<file path="src/rtl/wb_scoreboard_if.sv">
// Bundle of the issue, ALU/LSU writeback and register-file write signals around
// the writeback scoreboard. The master side is the pipeline; the slave side is the scoreboard.
interface wb_scoreboard_if #(
    parameter int WIDTH = 64
);
    logic             issue_valid;
    logic [4:0]       issue_rd;
    logic [4:0]       issue_rs1;
    logic [4:0]       issue_rs2;
    logic             issue_ready;

    logic             alu_valid;
    logic [4:0]       alu_rd;
    logic [WIDTH-1:0] alu_data;
    logic             alu_ready;

    logic             lsu_valid;
    logic [4:0]       lsu_rd;
    logic [WIDTH-1:0] lsu_data;
    logic             lsu_ready;

    logic [30:0]      wr_en;
    logic [WIDTH-1:0] wr_data;
    logic [30:0]      busy;
    logic [4:0]       pending_cnt;
    logic             wb_err;

    modport master (
        output issue_valid, issue_rd, issue_rs1, issue_rs2,
        output alu_valid, alu_rd, alu_data,
        output lsu_valid, lsu_rd, lsu_data,
        input  issue_ready, alu_ready, lsu_ready,
        input  wr_en, wr_data, busy, pending_cnt, wb_err
    );

    modport slave (
        input  issue_valid, issue_rd, issue_rs1, issue_rs2,
        input  alu_valid, alu_rd, alu_data,
        input  lsu_valid, lsu_rd, lsu_data,
        output issue_ready, alu_ready, lsu_ready,
        output wr_en, wr_data, busy, pending_cnt, wb_err
    );
endinterface

</file>
<file path="src/rtl/wb_scoreboard.sv">
// Writeback arbiter and busy-bit scoreboard in front of the x1..x31 register file.
// Stalls issue on RAW/WAW hazards and round-robins ALU/LSU results onto one write port.
module wb_scoreboard #(
    parameter int WIDTH       = 64,
    parameter int MAX_PENDING = 8
) (
    input logic            clk,
    input logic            rst,
    wb_scoreboard_if.slave bus
);

    localparam logic [4:0] MAX_PEND = 5'(MAX_PENDING);

    typedef enum logic {
        SRC_ALU = 1'b0,
        SRC_LSU = 1'b1
    } src_e;

    logic [30:0]      busy_q,    busy_d;
    logic [4:0]       cnt_q,     cnt_d;
    logic [30:0]      wr_en_q,   wr_en_d;
    logic [WIDTH-1:0] wr_data_q, wr_data_d;
    logic             wb_err_q,  wb_err_d;
    src_e             rr_last_q, rr_last_d;

    logic [31:0]      busy_ext;
    logic             rs1_haz;
    logic             rs2_haz;
    logic             rd_haz;
    logic             cap_ok;
    logic             issue_ready;
    logic             issue_fire;

    logic             conflict;
    logic             alu_gnt;
    logic             lsu_gnt;
    logic             wb_fire;
    logic [4:0]       wb_rd;
    logic [WIDTH-1:0] wb_data;

    logic [30:0]      set_vec;
    logic [30:0]      clr_vec;

    // x0 maps to bit 0 of a 32-bit view and is dropped, so it is never busy/written.
    function automatic logic [30:0] rd_onehot(input logic [4:0] r);
        logic [31:0] v;
        v = 32'd1 << r;
        return v[31:1];
    endfunction

    assign busy_ext = {busy_q, 1'b0};

    // Issue hazard check
    assign rs1_haz     = busy_ext[bus.issue_rs1];
    assign rs2_haz     = busy_ext[bus.issue_rs2];
    assign rd_haz      = busy_ext[bus.issue_rd];
    assign cap_ok      = (bus.issue_rd == 5'd0) || (cnt_q < MAX_PEND);
    assign issue_ready = !rs1_haz && !rs2_haz && !rd_haz && cap_ok;
    assign issue_fire  = bus.issue_valid && issue_ready;

    // Writeback arbitration: on a conflict the source that did not win last time wins.
    assign conflict = bus.alu_valid && bus.lsu_valid;
    assign alu_gnt  = bus.alu_valid && (!bus.lsu_valid || (rr_last_q == SRC_LSU));
    assign lsu_gnt  = bus.lsu_valid && (!bus.alu_valid || (rr_last_q == SRC_ALU));
    assign wb_fire  = alu_gnt || lsu_gnt;
    assign wb_rd    = lsu_gnt ? bus.lsu_rd   : bus.alu_rd;
    assign wb_data  = lsu_gnt ? bus.lsu_data : bus.alu_data;

    always_comb begin
        set_vec   = '0;
        clr_vec   = '0;
        busy_d    = busy_q;
        cnt_d     = cnt_q;
        wr_en_d   = '0;
        wr_data_d = wr_data_q;
        wb_err_d  = wb_err_q;
        rr_last_d = rr_last_q;

        if (issue_fire) begin
            set_vec = rd_onehot(bus.issue_rd);
        end
        // The write in flight clears its busy bit as the register file captures it.
        // Masking with busy_q keeps a stray write to an idle register from
        // disturbing the count.
        clr_vec = wr_en_q & busy_q;
        busy_d  = (busy_q & ~clr_vec) | set_vec;

        if ((|set_vec) && !(|clr_vec)) begin
            cnt_d = cnt_q + 5'd1;
        end else if (!(|set_vec) && (|clr_vec)) begin
            cnt_d = cnt_q - 5'd1;
        end

        if (wb_fire) begin
            wr_en_d   = rd_onehot(wb_rd);
            wr_data_d = wb_data;
            if ((wb_rd != 5'd0) && !busy_ext[wb_rd]) begin
                wb_err_d = 1'b1;
            end
        end

        if (conflict) begin
            rr_last_d = alu_gnt ? SRC_ALU : SRC_LSU;
        end
    end

    always_ff @(posedge clk) begin
        if (!rst) begin
            busy_q    <= '0;
            cnt_q     <= '0;
            wr_en_q   <= '0;
            wr_data_q <= '0;
            wb_err_q  <= 1'b0;
            rr_last_q <= SRC_ALU;
        end else begin
            busy_q    <= busy_d;
            cnt_q     <= cnt_d;
            wr_en_q   <= wr_en_d;
            wr_data_q <= wr_data_d;
            wb_err_q  <= wb_err_d;
            rr_last_q <= rr_last_d;
        end
    end

    assign bus.issue_ready = issue_ready;
    assign bus.alu_ready   = alu_gnt;
    assign bus.lsu_ready   = lsu_gnt;
    assign bus.wr_en       = wr_en_q;
    assign bus.wr_data     = wr_data_q;
    assign bus.busy        = busy_q;
    assign bus.pending_cnt = cnt_q;
    assign bus.wb_err      = wb_err_q;

endmodule

</file>
<file path="src/flat_wrapper.sv">
// flat-port wrapper written by rule: the top's interface ports become plain ports
module wb_scoreboard_flat 
#(
    parameter int WIDTH       = 64,
    parameter int MAX_PENDING = 8
)
  (clk, rst, bus_issue_valid, bus_issue_rd, bus_issue_rs1, bus_issue_rs2, bus_alu_valid, bus_alu_rd, bus_alu_data, bus_lsu_valid, bus_lsu_rd, bus_lsu_data, bus_issue_ready, bus_alu_ready, bus_lsu_ready, bus_wr_en, bus_wr_data, bus_busy, bus_pending_cnt, bus_wb_err);
  wb_scoreboard_if #(.WIDTH(WIDTH)) bus_i ();
  input logic clk;
  input logic rst;
  input wire logic [$bits(bus_i.issue_valid)-1:0] bus_issue_valid;
  input wire logic [$bits(bus_i.issue_rd)-1:0] bus_issue_rd;
  input wire logic [$bits(bus_i.issue_rs1)-1:0] bus_issue_rs1;
  input wire logic [$bits(bus_i.issue_rs2)-1:0] bus_issue_rs2;
  input wire logic [$bits(bus_i.alu_valid)-1:0] bus_alu_valid;
  input wire logic [$bits(bus_i.alu_rd)-1:0] bus_alu_rd;
  input wire logic [$bits(bus_i.alu_data)-1:0] bus_alu_data;
  input wire logic [$bits(bus_i.lsu_valid)-1:0] bus_lsu_valid;
  input wire logic [$bits(bus_i.lsu_rd)-1:0] bus_lsu_rd;
  input wire logic [$bits(bus_i.lsu_data)-1:0] bus_lsu_data;
  output wire logic [$bits(bus_i.issue_ready)-1:0] bus_issue_ready;
  output wire logic [$bits(bus_i.alu_ready)-1:0] bus_alu_ready;
  output wire logic [$bits(bus_i.lsu_ready)-1:0] bus_lsu_ready;
  output wire logic [$bits(bus_i.wr_en)-1:0] bus_wr_en;
  output wire logic [$bits(bus_i.wr_data)-1:0] bus_wr_data;
  output wire logic [$bits(bus_i.busy)-1:0] bus_busy;
  output wire logic [$bits(bus_i.pending_cnt)-1:0] bus_pending_cnt;
  output wire logic [$bits(bus_i.wb_err)-1:0] bus_wb_err;
  assign bus_i.issue_valid = bus_issue_valid;
  assign bus_i.issue_rd = bus_issue_rd;
  assign bus_i.issue_rs1 = bus_issue_rs1;
  assign bus_i.issue_rs2 = bus_issue_rs2;
  assign bus_i.alu_valid = bus_alu_valid;
  assign bus_i.alu_rd = bus_alu_rd;
  assign bus_i.alu_data = bus_alu_data;
  assign bus_i.lsu_valid = bus_lsu_valid;
  assign bus_i.lsu_rd = bus_lsu_rd;
  assign bus_i.lsu_data = bus_lsu_data;
  assign bus_issue_ready = bus_i.issue_ready;
  assign bus_alu_ready = bus_i.alu_ready;
  assign bus_lsu_ready = bus_i.lsu_ready;
  assign bus_wr_en = bus_i.wr_en;
  assign bus_wr_data = bus_i.wr_data;
  assign bus_busy = bus_i.busy;
  assign bus_pending_cnt = bus_i.pending_cnt;
  assign bus_wb_err = bus_i.wb_err;
  wb_scoreboard #(.WIDTH(WIDTH), .MAX_PENDING(MAX_PENDING)) u_core (.clk(clk), .rst(rst), .bus(bus_i));
endmodule
</file>
<file path="config.mk">
export PLATFORM = sky130hd
export DESIGN_NAME = wb_scoreboard_flat
export DESIGN_NICKNAME = d
export VERILOG_FILES = /design/src/rtl/wb_scoreboard_if.sv /design/src/rtl/wb_scoreboard.sv /design/src/flat_wrapper.sv
export SDC_FILE = /design/constraint.sdc
export NUM_CORES = 1
export LEC_CHECK = 0
export BUFFER_PORTS_ARGS = -buffer_cell sky130_fd_sc_hd__buf_2
export CAP_MARGIN = 5
export CORE_ASPECT_RATIO = 1.4
export CORE_UTILIZATION = 44
export DETAILED_ROUTE_END_ITERATION = 8
export PLACE_DENSITY = 0.78
export SETUP_SLACK_MARGIN = 0.2
export SYNTH_ARGS = -nofsm -noshare
export SYNTH_HDL_FRONTEND = slang
export SYNTH_SLANG_ARGS = --single-unit
export TNS_END_PERCENT = 20
</file>
<file path="constraint.sdc">
create_clock -name clk -period 3.7 [get_ports clk]
set_input_delay 0.74 -clock clk [delete_from_list [all_inputs] [get_ports clk]]
set_output_delay 0.74 -clock clk [all_outputs]
set_load 0.005 [all_outputs]
</file>
Word-level counts from Yosys, hierarchy flattened
Cells that the tools add are included.
Widths: inputs -> output; s select.

word-level totals
  logic and storage cells = 63
  input bits = 158
  output and inout bits = 135
  flip-flop bits (word level) = 133

operators by class
  add/subtract/negate cells = 2
  shift operators = 2
  magnitude comparators = 5
  bitwise operators = 5
  multiplexer cells = 14
  reduce and logical (&&, ||, !) cells = 29

operators by type and width
  operator              number
  $mux 64               1
  $shl 1x5->32 const A  2
  $and 31x31->31        2
  $reduce_or 31->1      2
  $mux 31               1
  $not 31->31           1
  $or 31x31->31         1
  $lt 5x6->1 const B    4
  $bmux 1 s5            4
  $mux 5                3
  $logic_and 1x1->1     10
  $logic_not 1->1       8
  $add 5x1->5 const B   1
  $logic_not 5->1       1
  $lt 5x4->1 const B    1
  $mux 1                5
  $reduce_bool 5->1     1
  $sub 5x1->5 const B   1
  $logic_or 1x1->1      4
  $reduce_and 2->1      2
  $reduce_bool 2->1     1
  $not 1->1             1

Longest topological paths before layout
  depth in word-level cells = 13
  depth in mapped cells = 16
  gate-level depth less buffers = 15

Least setup slack after synthesis
OpenSTA, ideal clock, no wires.

  kind = input -> register
  start = input port bus_issue_rd[0]
  end = register u_core.cnt_q[4], in the netlist u_core.bus.pending_cnt[4]
  arrival = 3.940 ns
  path buffers = 2
  path slack = -0.315 ns
  setup time = 0.076 ns
  data required time = 3.624 ns
  stages on the path = 15
  path through = buf_6 > clkbuf_1 > mux4_2 > mux2_2 > a21oi_1 > nand3b_1 > nor2_1 > ha_1 > inv_1 > fa_1 > a21o_1 > a21oi_1 > xnor2_1 > or3_1 > a21boi_0

on the way
  cells in the longest elaborated chain, start to end = 11
  elaborated cells on any way between the ends = 16
  those cells by class = 1 x shift; 4 x mux; 11 x reduce/logical

RTL lines
  item                             line                                      RTL
  from (decl)                      flat_wrapper.sv:12                        input wire logic [$bits(bus_i.issue_rd)-1:0] bus_issue_rd;
  $bmux 1 s5                       wb_scoreboard.sv:56                       assign rd_haz = busy_ext[bus.issue_rd];
  $mux 1 (implied by the code)     wb_scoreboard.sv:56
  $logic_not 1->1                  wb_scoreboard.sv:58                       assign issue_ready = !rs1_haz && !rs2_haz && !rd_haz && cap_ok;
  $logic_and 1x1->1 (2 in series)  wb_scoreboard.sv:58
  $logic_and 1x1->1                wb_scoreboard.sv:59                       assign issue_fire = bus.issue_valid && issue_ready;
  $mux 31 (*)                      wb_scoreboard.sv:79                       if (issue_fire) begin
  $reduce_or 31->1 (*)             wb_scoreboard.sv:88, wb_scoreboard.sv:90
  $logic_not 1->1                  wb_scoreboard.sv:90                       end else if (!(|set_vec) && (|clr_vec)) begin
  $logic_and 1x1->1                wb_scoreboard.sv:90
  $reduce_bool 2->1 (no line)      -
  to (signal assigned)             wb_scoreboard.sv:117                      cnt_q <= cnt_d;
  to (decl)                        wb_scoreboard.sv:20                       logic [4:0] cnt_q, cnt_d;

Mark *: on every way between the ends. The rest lies on a longest branch, timed or not. The select of a mux whose other input is x is not followed.
A chain may end at the register's enable or synchronous reset.

Worst setup path after layout
  start = register u_core.busy_q[19], in the netlist u_core.bus.busy[19]
  end = register u_core.cnt_q[4], in the netlist u_core.bus.pending_cnt[4]

on the way
  cells in the longest elaborated chain, start to end = 12
  elaborated cells on any way between the ends = 23
  those cells by class = 8 x mux; 1 x bitwise; 14 x reduce/logical

RTL lines
  item                                  line                                      RTL
  from (decl)                           wb_scoreboard.sv:19                       logic [30:0] busy_q, busy_d;
  from (signal assigned)                wb_scoreboard.sv:116                      busy_q <= busy_d;
  $bmux 1 s5, on equally long branches  wb_scoreboard.sv:54, wb_scoreboard.sv:55
  $mux 1, on equally long branches      wb_scoreboard.sv:54, wb_scoreboard.sv:55
  $logic_not 1->1                       wb_scoreboard.sv:58
  $logic_and 1x1->1 (3 in series)       wb_scoreboard.sv:58
  $logic_and 1x1->1                     wb_scoreboard.sv:59
  $mux 31                               wb_scoreboard.sv:79
  $reduce_or 31->1                      wb_scoreboard.sv:88, wb_scoreboard.sv:90
  $logic_not 1->1                       wb_scoreboard.sv:90
  $logic_and 1x1->1                     wb_scoreboard.sv:90
  $reduce_bool 2->1 (no line)           -

Parallel ways exist; a longest one is shown, timed or not. The select of a mux whose other input is x is not followed.

==> flow_summary.toml <==
[status]
outcome = "completed"

[sta]
maxSlewViolCount = 0
fin_crit_sh = 0.909
rsz0062_at_grt = "no"
final-setup-viol-count = 0
clock.fmax_mhz = 297
worst_slew_pin_slew_ns = 0.792
maxSlewHeadroom = 0.472
fin_crit_ns = 3.36
finClkSkew_ns = 0.0117
hold_viol_final = 0
whs_ns = 0.458

[detailed_routing]
first_pass_iters = 5
postRouteAntennaNets = 0
drt_iter0_drc = 390
finalWirelength_um = 24100
wire_per_inst_um = 19.8
drc = 0
route.vias.total = 6990
post_drt_via_cell_ratio = 5.75

[worst_setup_path]
worstPathRequired_ns = 4.05
endpoint_kind = "register"
cp.arrival_ns = 3.71
setup.worst_path.class = "reg2reg"
worstSetupStartpointType = "register"
worst-path-max-fanout = 7

[die]
die_y_um = 150
dieArea_mm2 = 0.0161
boundaryPins = 293
initial_utilization = 0.454
design.core.area_mm2 = 0.0151
rows = 53
dieWidth_um = 108

[final_layout]
fin_util = 0.609
multi_input_area_mm2 = 0.00395
area_delta_synth_final_pct = 34.0
fin_nets = 1173
fillers = 1326
fin_area_mm2 = 0.00921
antenna_cells = 0
drive_above_1_share = 0.399
instances_no_fill = 1215
regArea_mm2 = 0.00267

[clocking]
ctsHoldBuffers = 0
clock_tree.buffer_depth = 2
root_buffer = "clkbuf_16"
h-tree-depth = 4
cts.sinks = 133
cts_made_buffers = 17
cts_tree = "done"
clkSlewWorstSetupHoldPaths_ns = 0.06
clkLatencyLatePin_ns = 0.41

[global_routing]
grt_max_degree = 74
grt_overflow_total = 0
grt.met1_usage = 0.323
antenna_found_initial = 0
grtUsageTotal = 0.292
grt_pass1_vias = 6664
busiest_layer = "met2"
grt_pass1_wl_um = 35400
grtUsageMet3 = 0.0627
grtUsageMet2 = 0.508

[synthesis]
ys_warn_count = 0
postSynthCellCount = 720
avgSynthCellArea_um2 = 9.54
synthArstFlopShare = 0
yosys.area.top_type = "dfxtp_1"
yosys-top-cells-area = "dfxtp_1 39%, mux2i_1 12%, o211a_1 9.3%"
syn_nets = 883
synth_edf_count = 0
synth_top_cell_area_share = 0.388
synth-seq-cells = 133
synth_cell_types = 53
ys_seq_area_frac = 0.388
synth_area_mm2 = 0.00687
synth_ff_type = "dfxtp_1"

[power_and_ir_drop]
fin_total_pwr_mw = 3.93
vdd_drop_max_v = 0.000262
power.leakage_nw = 4.81
power.density_mw_per_mm2 = 427

[placement]
placedCellCount = 1182
gp_congestion = 1.03
dpl_cell_area_mm2 = 0.00858
place_hpwl_um = 18100
io_buffers = 292

[flow_run]
cap_violations = 0

[worst_hold_path]
hp-class = "reg2reg"
-- cells in the mapped netlist, drive strengths merged, types with 2 or more instances --
| cell type | number |
|---|---|
| nor2b | 8 |
| or2 | 2 |
| a221oi | 6 |
| o32ai | 3 |
| o31ai | 2 |
| nor2 | 48 |
| mux4 | 21 |
| buf | 21 |
| a21o | 2 |
| nand4b | 2 |
| o211a | 64 |
| nand3b | 20 |
| a21oi | 12 |
| dfxtp | 133 |
| a211oi | 2 |
| ha | 4 |
| o21a | 2 |
| nand2 | 127 |
| and2 | 6 |
| clkbuf | 32 |
| a22oi | 5 |
| mux2 | 7 |
| a21boi | 3 |
| nand3 | 29 |
| inv | 6 |
| xnor2 | 4 |
| a22o | 6 |
| o21ai | 24 |
| o211ai | 2 |
| o22ai | 13 |
| nand4 | 6 |
| nor3 | 6 |
| mux2i | 82 |
-- final timing paths --
| path | startpoint | to | slack [ns] | depth (start not counted) |
|---|---|---|---|---|
| setup / recovery | u_core.bus.busy[19] | u_core.bus.pending_cnt[4] | 0.34 | 14 |
| hold / removal | u_core.bus.wb_err | u_core.bus.wb_err | 0.46 | 2 |
| setup reg to reg | u_core.bus.busy[19] | u_core.bus.pending_cnt[4] | 0.34 | 14 |
| hold reg to reg | u_core.bus.wb_err | u_core.bus.wb_err | 0.46 | 2 |
-- power breakdown --
part           total [mW]  leakage, nW  switching, mW  internal (mW)
Combinational       0.705         3.44          0.358          0.347
Clock                1.66        0.275          0.692          0.965
Sequential           1.57         1.09         0.0605           1.51
Total                3.93         4.81           1.11           2.82
-- routing by layer --
layer  vias to the layer above  part of all wire  wire [um]
met1                      3299              0.37       8950
met3                        77             0.076       1830
met2                       395              0.50      11900
li1                       3219                 -          -
met5                         -                 0          0
met4                         0             0.056       1360
-- cells in the final DEF (no fill, tap or decap), types with 5 or more instances in the layout --
| cell type | count |
|---|---|
| o211a_1 | 64 |
| inv_1 | 5 |
| buf_2 | 288 |
| buf_4 | 33 |
| and2_1 | 6 |
| nor2_1 | 47 |
| dfxtp_2 | 7 |
| nand4_1 | 6 |
| a21oi_1 | 9 |
| clkbuf_16 | 17 |
| a22o_1 | 6 |
| mux2_2 | 7 |
| nor2b_1 | 8 |
| nand3_1 | 28 |
| o21ai_2 | 8 |
| dfxtp_1 | 126 |
| o21ai_0 | 13 |
| inv_6 | 5 |
| mux4_2 | 18 |
| nand2_1 | 127 |
| a22oi_1 | 5 |
| nor3_1 | 6 |
| a221oi_1 | 5 |
| mux2i_1 | 82 |
| o22ai_1 | 12 |
| nand3b_1 | 20 |
-- logic make-up (layout without fill, tap and decap cells) --
logic type	after synthesis	count (layout)	share of synthesized area
AOI/OAI and AO/OA	150	150	0.182
xor gates and xnor gates	5	5	0.00638
adders and majority gates	5	5	0.0102
buffers and inverters	59	362	0.0397
DFF	133	133	0.388
muxes	110	110	0.204
and+or+nand+nor	258	258	0.170
-- worst max-delay path: stages, from the launching register on --
cell and delay [ns]:
dfxtp_1 0.44, mux4_2 0.50, mux2_2 0.27, a31oi_1 0.19
nand3_2 0.10, nand3b_1 0.20, nor2_2 0.17, ha_2 0.20
inv_2 0.06, fa_2 0.33, a21o_1 0.18, a21oi_2 0.14
xnor2_1 0.08, or3_1 0.30, a21boi_1 0.13
-- repair_timing --
action | CTS | global route
gates resized for setup | 0 | 23
buffers inserted | 0 | 1
setup endpoints to repair | 0 | 2
hold endpoints to repair | 0 | 0
-- final cells by class --
| cell class | instances | area share |
|---|---|---|
| Multi-Input combinational cell | 528 | 0.429 |
| Sequential cell | 133 | 0.290 |
| Timing Repair Buffer | 324 | 0.189 |
| Clock buffer | 19 | 0.0481 |
| Tap cell | 192 | 0.0261 |
| Clock inverter | 13 | 0.0148 |
| Inverter | 6 | 0.00245 |
-- state kept, by name (all words and copies together), names as in the netlist --
signal	count
u_core.bus.busy	31
u_core.bus.pending_cnt	5
u_core.bus.wb_err	1
u_core.bus.wr_data	64
u_core.bus.wr_en	31
u_core.rr_last_q	1
-- stage by stage --
| step | setup slack, ns | setup TNS (ns) |
|---|---|---|
| 5_1_grt | 0.202 | 0 |
| 3_5_place_dp | -0.207 | -0.316 |
| 4_1_cts | 0.219 | 0 |
| 6_report | 0.335 | 0 |
| 3_3_place_gp | -0.138 | -0.138 |
| 2_1_floorplan | -0.0270 | -0.0270 |
(Power assumes the default switching activity.)
